[src/rtl/nibble_rx_ctrl.sv]
// Serial receive controller for a 4-bit MSB-first frame (start, 4 data, stop).
// Drives the external shift register and tracks ready/overrun/framing status.
module nibble_rx_ctrl #(
  parameter int CLKS_PER_BIT = 10
) (
  input  logic clk,
  input  logic rst,
  input  logic serial_line,
  input  logic data_read,
  output logic serial_out,
  output logic shift_enable,
  output logic load_buffer,
  output logic data_ready,
  output logic overrun_error,
  output logic framing_error
);

  localparam int HALF = CLKS_PER_BIT / 2;
  localparam int TW   = $clog2(CLKS_PER_BIT + 1);

  localparam logic [TW-1:0] T_CONFIRM  = TW'(HALF - 1);
  localparam logic [TW-1:0] T_BIT_LAST = TW'(CLKS_PER_BIT - 1);
  localparam logic [TW-1:0] T_PRE_LAST = TW'(CLKS_PER_BIT - 2);
  localparam logic [TW-1:0] T_ZERO     = TW'(0);
  localparam logic [TW-1:0] T_ONE      = TW'(1);

  typedef enum logic [2:0] {
    S_IDLE  = 3'd0,
    S_START = 3'd1,
    S_DATA  = 3'd2,
    S_STOP  = 3'd3,
    S_DONE  = 3'd4
  } state_t;

  logic          r_sync1;
  logic          r_sync2;
  logic          r_prev;
  state_t        r_state;
  logic [TW-1:0] r_timer;
  logic [2:0]    r_bit_cnt;
  logic          r_stop_bit;
  logic          r_shift;
  logic          r_load;
  logic          r_data_ready;
  logic          r_overrun;
  logic          r_framing;

  state_t        w_state_nxt;
  logic [TW-1:0] w_timer_nxt;
  logic [2:0]    w_bit_cnt_nxt;
  logic          w_stop_bit_nxt;
  logic          w_shift_nxt;
  logic          w_load_nxt;
  logic          w_data_ready_nxt;
  logic          w_overrun_nxt;
  logic          w_framing_nxt;
  logic          w_edge;
  logic          w_confirm;

  assign w_edge    = r_prev & ~r_sync2;
  assign w_confirm = (r_state == S_START) && (r_timer == T_CONFIRM) && !r_sync2;

  // Two-flop synchronizer plus previous-value flop for edge detection; idles high.
  always_ff @(posedge clk or posedge rst) begin
    if (rst) begin
      r_sync1 <= 1'b1;
      r_sync2 <= 1'b1;
      r_prev  <= 1'b1;
    end else begin
      r_sync1 <= serial_line;
      r_sync2 <= r_sync1;
      r_prev  <= r_sync2;
    end
  end

  // FSM state, bit timer, bit counter and captured stop bit.
  always_ff @(posedge clk or posedge rst) begin
    if (rst) begin
      r_state    <= S_IDLE;
      r_timer    <= T_ZERO;
      r_bit_cnt  <= 3'd0;
      r_stop_bit <= 1'b0;
    end else begin
      r_state    <= w_state_nxt;
      r_timer    <= w_timer_nxt;
      r_bit_cnt  <= w_bit_cnt_nxt;
      r_stop_bit <= w_stop_bit_nxt;
    end
  end

  // Next-state logic; the timer only advances inside a frame.
  always_comb begin
    w_state_nxt    = r_state;
    w_timer_nxt    = r_timer;
    w_bit_cnt_nxt  = r_bit_cnt;
    w_stop_bit_nxt = r_stop_bit;
    case (r_state)
      S_IDLE: begin
        w_timer_nxt   = T_ZERO;
        w_bit_cnt_nxt = 3'd0;
        if (w_edge) begin
          w_state_nxt = S_START;
        end else begin
          w_state_nxt = S_IDLE;
        end
      end
      S_START: begin
        if (r_timer == T_CONFIRM) begin
          w_timer_nxt   = T_ZERO;
          w_bit_cnt_nxt = 3'd0;
          if (r_sync2) begin
            w_state_nxt = S_IDLE;
          end else begin
            w_state_nxt = S_DATA;
          end
        end else begin
          w_timer_nxt = r_timer + T_ONE;
        end
      end
      S_DATA: begin
        if (r_timer == T_BIT_LAST) begin
          w_timer_nxt = T_ZERO;
          if (r_bit_cnt == 3'd3) begin
            w_state_nxt   = S_STOP;
            w_bit_cnt_nxt = 3'd0;
          end else begin
            w_bit_cnt_nxt = r_bit_cnt + 3'd1;
          end
        end else begin
          w_timer_nxt = r_timer + T_ONE;
        end
      end
      S_STOP: begin
        if (r_timer == T_BIT_LAST) begin
          w_timer_nxt    = T_ZERO;
          w_stop_bit_nxt = r_sync2;
          w_state_nxt    = S_DONE;
        end else begin
          w_timer_nxt = r_timer + T_ONE;
        end
      end
      S_DONE: begin
        w_timer_nxt = T_ZERO;
        w_state_nxt = S_IDLE;
      end
      default: begin
        w_state_nxt   = S_IDLE;
        w_timer_nxt   = T_ZERO;
        w_bit_cnt_nxt = 3'd0;
      end
    endcase
  end

  // Strobes are decoded one cycle early so they can leave the block from flops.
  always_comb begin
    w_shift_nxt = 1'b0;
    w_load_nxt  = 1'b0;
    case (r_state)
      S_DATA: begin
        w_shift_nxt = (r_timer == T_PRE_LAST);
      end
      S_STOP: begin
        w_load_nxt = (r_timer == T_BIT_LAST) && r_sync2;
      end
      default: begin
        w_shift_nxt = 1'b0;
        w_load_nxt  = 1'b0;
      end
    endcase
  end

  // Status flag next values; a load in the same cycle as a read keeps the nibble ready.
  always_comb begin
    w_data_ready_nxt = r_data_ready;
    w_overrun_nxt    = r_overrun;
    w_framing_nxt    = r_framing;
    if (r_load) begin
      w_data_ready_nxt = 1'b1;
      if (data_read) begin
        w_overrun_nxt = 1'b0;
      end else if (r_data_ready) begin
        w_overrun_nxt = 1'b1;
      end else begin
        w_overrun_nxt = r_overrun;
      end
    end else if (data_read) begin
      w_data_ready_nxt = 1'b0;
      w_overrun_nxt    = 1'b0;
    end else begin
      w_data_ready_nxt = r_data_ready;
      w_overrun_nxt    = r_overrun;
    end
    if (w_confirm) begin
      w_framing_nxt = 1'b0;
    end else if ((r_state == S_DONE) && !r_stop_bit) begin
      w_framing_nxt = 1'b1;
    end else begin
      w_framing_nxt = r_framing;
    end
  end

  // Registered strobes and status flags.
  always_ff @(posedge clk or posedge rst) begin
    if (rst) begin
      r_shift      <= 1'b0;
      r_load       <= 1'b0;
      r_data_ready <= 1'b0;
      r_overrun    <= 1'b0;
      r_framing    <= 1'b0;
    end else begin
      r_shift      <= w_shift_nxt;
      r_load       <= w_load_nxt;
      r_data_ready <= w_data_ready_nxt;
      r_overrun    <= w_overrun_nxt;
      r_framing    <= w_framing_nxt;
    end
  end

  assign serial_out    = r_sync2;
  assign shift_enable  = r_shift;
  assign load_buffer   = r_load;
  assign data_ready    = r_data_ready;
  assign overrun_error = r_overrun;
  assign framing_error = r_framing;

endmodule

[config.mk]
export PLATFORM = sky130hd
export DESIGN_NAME = nibble_rx_ctrl
export DESIGN_NICKNAME = d
export VERILOG_FILES = /design/src/rtl/nibble_rx_ctrl.sv
export SDC_FILE = /design/constraint.sdc
export NUM_CORES = 1
export LEC_CHECK = 0
export ABC_CLOCK_PERIOD_IN_PS = 3400
export CAP_MARGIN = 20
export CORE_MARGIN = 2
export CORE_UTILIZATION = 57
export DETAILED_ROUTE_END_ITERATION = 10
export GPL_ROUTABILITY_DRIVEN = 0
export GPL_TIMING_DRIVEN = 0
export PLACE_DENSITY = 0.81
export SLEW_MARGIN = 20
export SYNTH_ARGS = -nofsm -noshare
export SYNTH_HDL_FRONTEND = slang
export SYNTH_SLANG_ARGS = --single-unit
[constraint.sdc]
create_clock -name clk -period 3.4 [get_ports clk]
set_input_delay 0.68 -clock clk [delete_from_list [all_inputs] [get_ports clk]]
set_output_delay 0.68 -clock clk [all_outputs]
set_load 0.005 [all_outputs]
# Yosys cells after proc, flatten, opt, wreduce, memory -nomap -nowiden
# Index checks and enable logic that the tools add are counted.
dict set report totals {
  regBits 19
  in_bits 4
  output_inout_bits 6
  wordCells 68
}
dict set report op_classes {
  reduce_logical 16
  n_eq_ne 12
  add_sub_neg 2
  n_bitwise 3
  n_mux 23
}
# operator count
set op_table {}
lappend op_table {{$mux 3} 7}
lappend op_table {{$pmux 3 s4} 1}
lappend op_table {{$mux 1} 10}
lappend op_table {{$eq 3x2->1 const B} 3}
lappend op_table {{$pmux 3 s3} 1}
lappend op_table {{$eq 4x4->1 const B} 2}
lappend op_table {{$mux 4} 2}
lappend op_table {{$pmux 4 s2} 1}
lappend op_table {{$ne 2x2->1 const B} 3}
lappend op_table {{$reduce_bool 2->1} 3}
lappend op_table {{$add 4x1->4 const B} 1}
lappend op_table {{$eq 4x3->1 const B} 1}
lappend op_table {{$logic_and 1x1->1} 4}
lappend op_table {{$reduce_and 2->1} 2}
lappend op_table {{$reduce_and 4->1} 1}
lappend op_table {{$reduce_or 2->1} 2}
lappend op_table {{$add 3x1->3 const B} 1}
lappend op_table {{$eq 3x1->1 const B} 1}
lappend op_table {{$eq 3x3->1 const B} 1}
lappend op_table {{$logic_not 3->1} 1}
lappend op_table {{$reduce_and 3->1} 1}
lappend op_table {{$logic_not 1->1} 2}
lappend op_table {{$mux 2} 1}
lappend op_table {{$ne 2x1->1 const B} 1}
lappend op_table {{2 further kinds} 3}

# Longest topological paths before layout
dict set report logic_depth {
  ltp_word 4
  ltp_mapped 7
  mapped_depth_nobuf 6
}

# Worst setup path after synthesis
# No wires, ideal clock.
dict set report synth_path {
  path_kind {register -> register}
  startpoint {register r_timer[1]}
  endpoint {register r_bit_cnt[0]}
  setup_ps 121
  t_arrival_ps 1352
  required_time_ps 3279
  period_less_slack_ps 1473
  stages_incl_launch_ff 8
  n_path_buf 1
  path_slack_ps 1927
  cell_sequence {dfrtp_1 inv_1 ha_1 and3b_1 buf_6 nor2_2 a211o_1 a22o_1}
}
dict set report synth_between {
  elab_chain_cells 3
  word_cells_on_any_way 5
  classes_between {eq/ne (4); reduce/logical (1)}
}
# element line
set synth_rtl {}
lappend synth_rtl {{start, declared} 39} ;# logic [TW-1:0] r_timer;
lappend synth_rtl {{start signal, assigned} 85} ;# r_timer <= w_timer_nxt;
lappend synth_rtl {{$eq 4x4->1 / $eq 4x3->1 (equally long branches)} {121, 108}}
lappend synth_rtl {{$ne 2x2->1 (no source line) / $ne 2x1->1 (equally long branches)} -}
lappend synth_rtl {{$reduce_and 3->1 (no source line) *} -}
lappend synth_rtl {{end signal, assigned} 86} ;# r_bit_cnt <= w_bit_cnt_nxt;
lappend synth_rtl {{end, declared} 40} ;# logic [2:0] r_bit_cnt;
# Every way passes the cells marked *; elsewhere a longest branch is shown, timed or not.
# A chain may end at the register's enable or synchronous reset.

# Worst setup path in the final report
dict set report layout_path {
  startpoint {register r_sync2, in the netlist serial_out}
  endpoint {output port serial_out}
}
# element line
set layout_lines {}
lappend layout_lines {{start, declared} 36} ;# logic r_sync2;
lappend layout_lines {{start signal, assigned} 71} ;# r_sync2 <= r_sync1;
lappend layout_lines {{end, declared} 10} ;# output logic serial_out,
# No word-level cell between the ends.

==> metrics.yaml <==
job:
  cap_violations: 0
floorplanning:
  core_area_sq_mm: 0.00147
  die_w_microns: 43.2
  initial_core_util: 0.595
  dieArea_sq_mm: 0.00187
  fp-row-count: 14
  io_pins: 10
  die_y_microns: 43.2
critical_path:
  crit_family: "flip-flops"
  crit_buf_inv: 1
  slowest_delay_ns: 0.59
  start_kind: "flop"
  cp_cell_sequence: "clkdlybuf4s50_1"
  cp_data_arrival_time_ns: 1.39
  crit_slowest_cell: "dfstp_2"
  crit_type: "flop to output pin"
  endpoint_kind: "output pin"
  required_ns: 2.72
  path_max_fanout: 6
power:
  irDropWorstVdd_uv: 325
  leakage_nw: 0.499
  p_int_mw: 0.380
  p_clk_frac: 0.190
  seqPwrFrac: 0.495
  pwr-share-comb: 0.315
  p_sw_mw: 0.202
  power_density_mw_per_mm2: 574
  swShare: 0.348
global_routing:
  grt_overflow: 0
  grt_pass1_vias: 572
  antenna_found_initial: 0
  grt_pass1_wl_mm: 2.47
  grt_max_degree: 20
  track_usage: 0.187
clocking:
  clockBufferDepth: 2
  tritoncts: "done"
  postCtsSetupBuffers: 0
  ctsHoldBuffers: 0
  h-tree-depth: 1
  cts_root_buffer: "clkbuf_4"
  clock_sinks: 19
  cts.clk_slew.worst_paths_ns: 0.10
  numCtsBuffers: 3
  cts_resized: 0
  worstSkewPairLatency_ns: 0.30
layout:
  num-nets-final: 101
  num_antenna_cells: 0
  final_common_cell: "dfrtp_1"
  final_cell_mix: "dfrtp_1, nor2_1, clkdlybuf4s50_1, inv_1"
  design_area_sq_mm: 0.00101
  drive_above_1_share: 0.174
  area_growth_pct: 15.7
sta:
  finalSetupTns_ns: 0
  period_share: 0.608
  slew_viol_final: 0
  fin_worst_skew_ns: 0.00300
  rsz0062_at_grt: "no"
  min_period_ns: 2.07
  hold_slack_ns: 0.361
  final-hold-violation-count: 0
  setup_violations: 0
  max_slew_margin: 0.544
  worstMarginPinSlew_ns: 0.684
  fmax_mhz: 483
synthesis:
  ys_warn_count: 0
  synth-main-ff-cell: "dfrtp_1"
  avgSynthCellArea_sq_um: 11.1
  syn_nets: 87
  yosysUniqueCellTypes: 33
  synth_edf_count: 0
  synthesis.area_sq_um: 876
  synthCells: 79
  ys_ff_latch: 19
  ys_seq_area_frac: 0.547
  async_reset_ff_frac: 1.00
drt:
  drt_iter0_drc: 11
  wirelength_mm: 1.35
  vias: 595
  final_antenna_net_count: 0
  vias_per_cell: 5.51
  drc: 0
  wire_per_inst_microns: 12.5
  drt_pass1_iterations: 6
placement:
  portBuffers: 9
  dp.final_hpwl_microns: 968
  dpl-instance-area_sq_um: 986
outcome:
  outcome: "finished, final reports clean"
min_path:
  hold_path_class: "flop to flop"
==> power groups by stage <==
| stage | Sequential, mW | Clock, mW | Combinational, mW |
|---|---|---|---|
| detailed placement | 0.292 | 0 | 0.182 |
| global placement | 0.291 | 0 | 0.175 |
| CTS | 0.288 | 0.114 | 0.184 |
| floorplan | 0.285 | 0 | 0.145 |
| finish | 0.288 | 0.111 | 0.183 |
| global route | 0.295 | 0.126 | 0.210 |
==> per-stage QoR <==
| stage | util | power, mW | cells | setup WS, ns |
|---|---|---|---|---|
| after global placement | 0.670 | 0.466 | 104 | 1.66 |
| after global routing | 0.689 | 0.631 | 108 | 1.27 |
| after CTS | 0.689 | 0.586 | 108 | 1.32 |
| after floorplan | - | 0.431 | 79 | 1.93 |
| after detailed placement | 0.670 | 0.474 | 104 | 1.66 |
| final | 0.689 | 0.582 | 108 | 1.33 |
==> synthesized netlist by cell type, types with 2 or more instances <==
master     n  area share
dfstp_2    3       0.090
dfrtp_1   16        0.46
nor3_1     2       0.011
o21ai_0    2       0.011
nand2_1    4       0.017
nor2_1    11       0.047
ha_1       4       0.057
inv_1      6       0.026
a21oi_1    4       0.023
nand3b_1   2       0.017
nand3_1    2       0.011
nor2b_1    2       0.014
==> state kept, by name, indices dropped and copies added (netlist names) <==
| name | count |
|---|---|
| data_ready | 1 |
| framing_error | 1 |
| load_buffer | 1 |
| overrun_error | 1 |
| r_bit_cnt | 3 |
| r_prev | 1 |
| r_state | 3 |
| r_stop_bit | 1 |
| r_sync1 | 1 |
| r_timer | 4 |
| serial_out | 1 |
| shift_enable | 1 |
==> kinds of logic (layout without fill, tap and decap cells) <==
group,Yosys count,count (layout),share of synthesized area
XOR/XNOR,2,2,0.0200
adder cells (fa/ha/maj),4,4,0.0571
AO/OA/AOI/OAI,13,13,0.103
flip-flops,19,19,0.547
multiplexers,1,1,0.0171
AND/OR/NAND/NOR,31,31,0.193
buffers and inverters,9,22,0.0629
==> routing by layer <==
metal | wire length, microns | up-vias | global-route usage
met5 | 0 | - | 0
met4 | 39 | 0 | 0.127
met3 | 54 | 5 | 0.0553
met2 | 638 | 15 | 0.263
met1 | 615 | 283 | 0.246
li1 | - | 292 | -
==> cell type report <==
type	instances	area, sq um
Buffer	3	32.5
Clock buffer	3	22.5
Clock inverter	1	5.00
Fill cell	117	458
Inverter	6	22.5
Multi-Input combinational cell	51	342
Sequential cell	19	479
Tap cell	16	20.0
Timing Repair Buffer	9	90.1
==> path summary, 6_finish.rpt <==
kind / startpoint / to / slack (ns) / depth (start not counted)
max: serial_out$_DFF_PP1_ / serial_out / 1.33 / 1
min: r_sync1$_DFF_PP1_ / serial_out$_DFF_PP1_ / 0.36 / 0
max reg2reg: r_timer[1]$_DFF_PP0_ / r_bit_cnt[0]$_DFFE_PP0P_ / 1.83 / 7
min reg2reg: r_sync1$_DFF_PP1_ / serial_out$_DFF_PP1_ / 0.36 / 0
max in group asynchronous: rst / r_bit_cnt[0]$_DFFE_PP0P_ / 2.19 / 2
min in group asynchronous: rst / shift_enable$_DFF_PP0_ / 0.77 / 2
No activity file was read; power rests on OpenSTA's default activity.
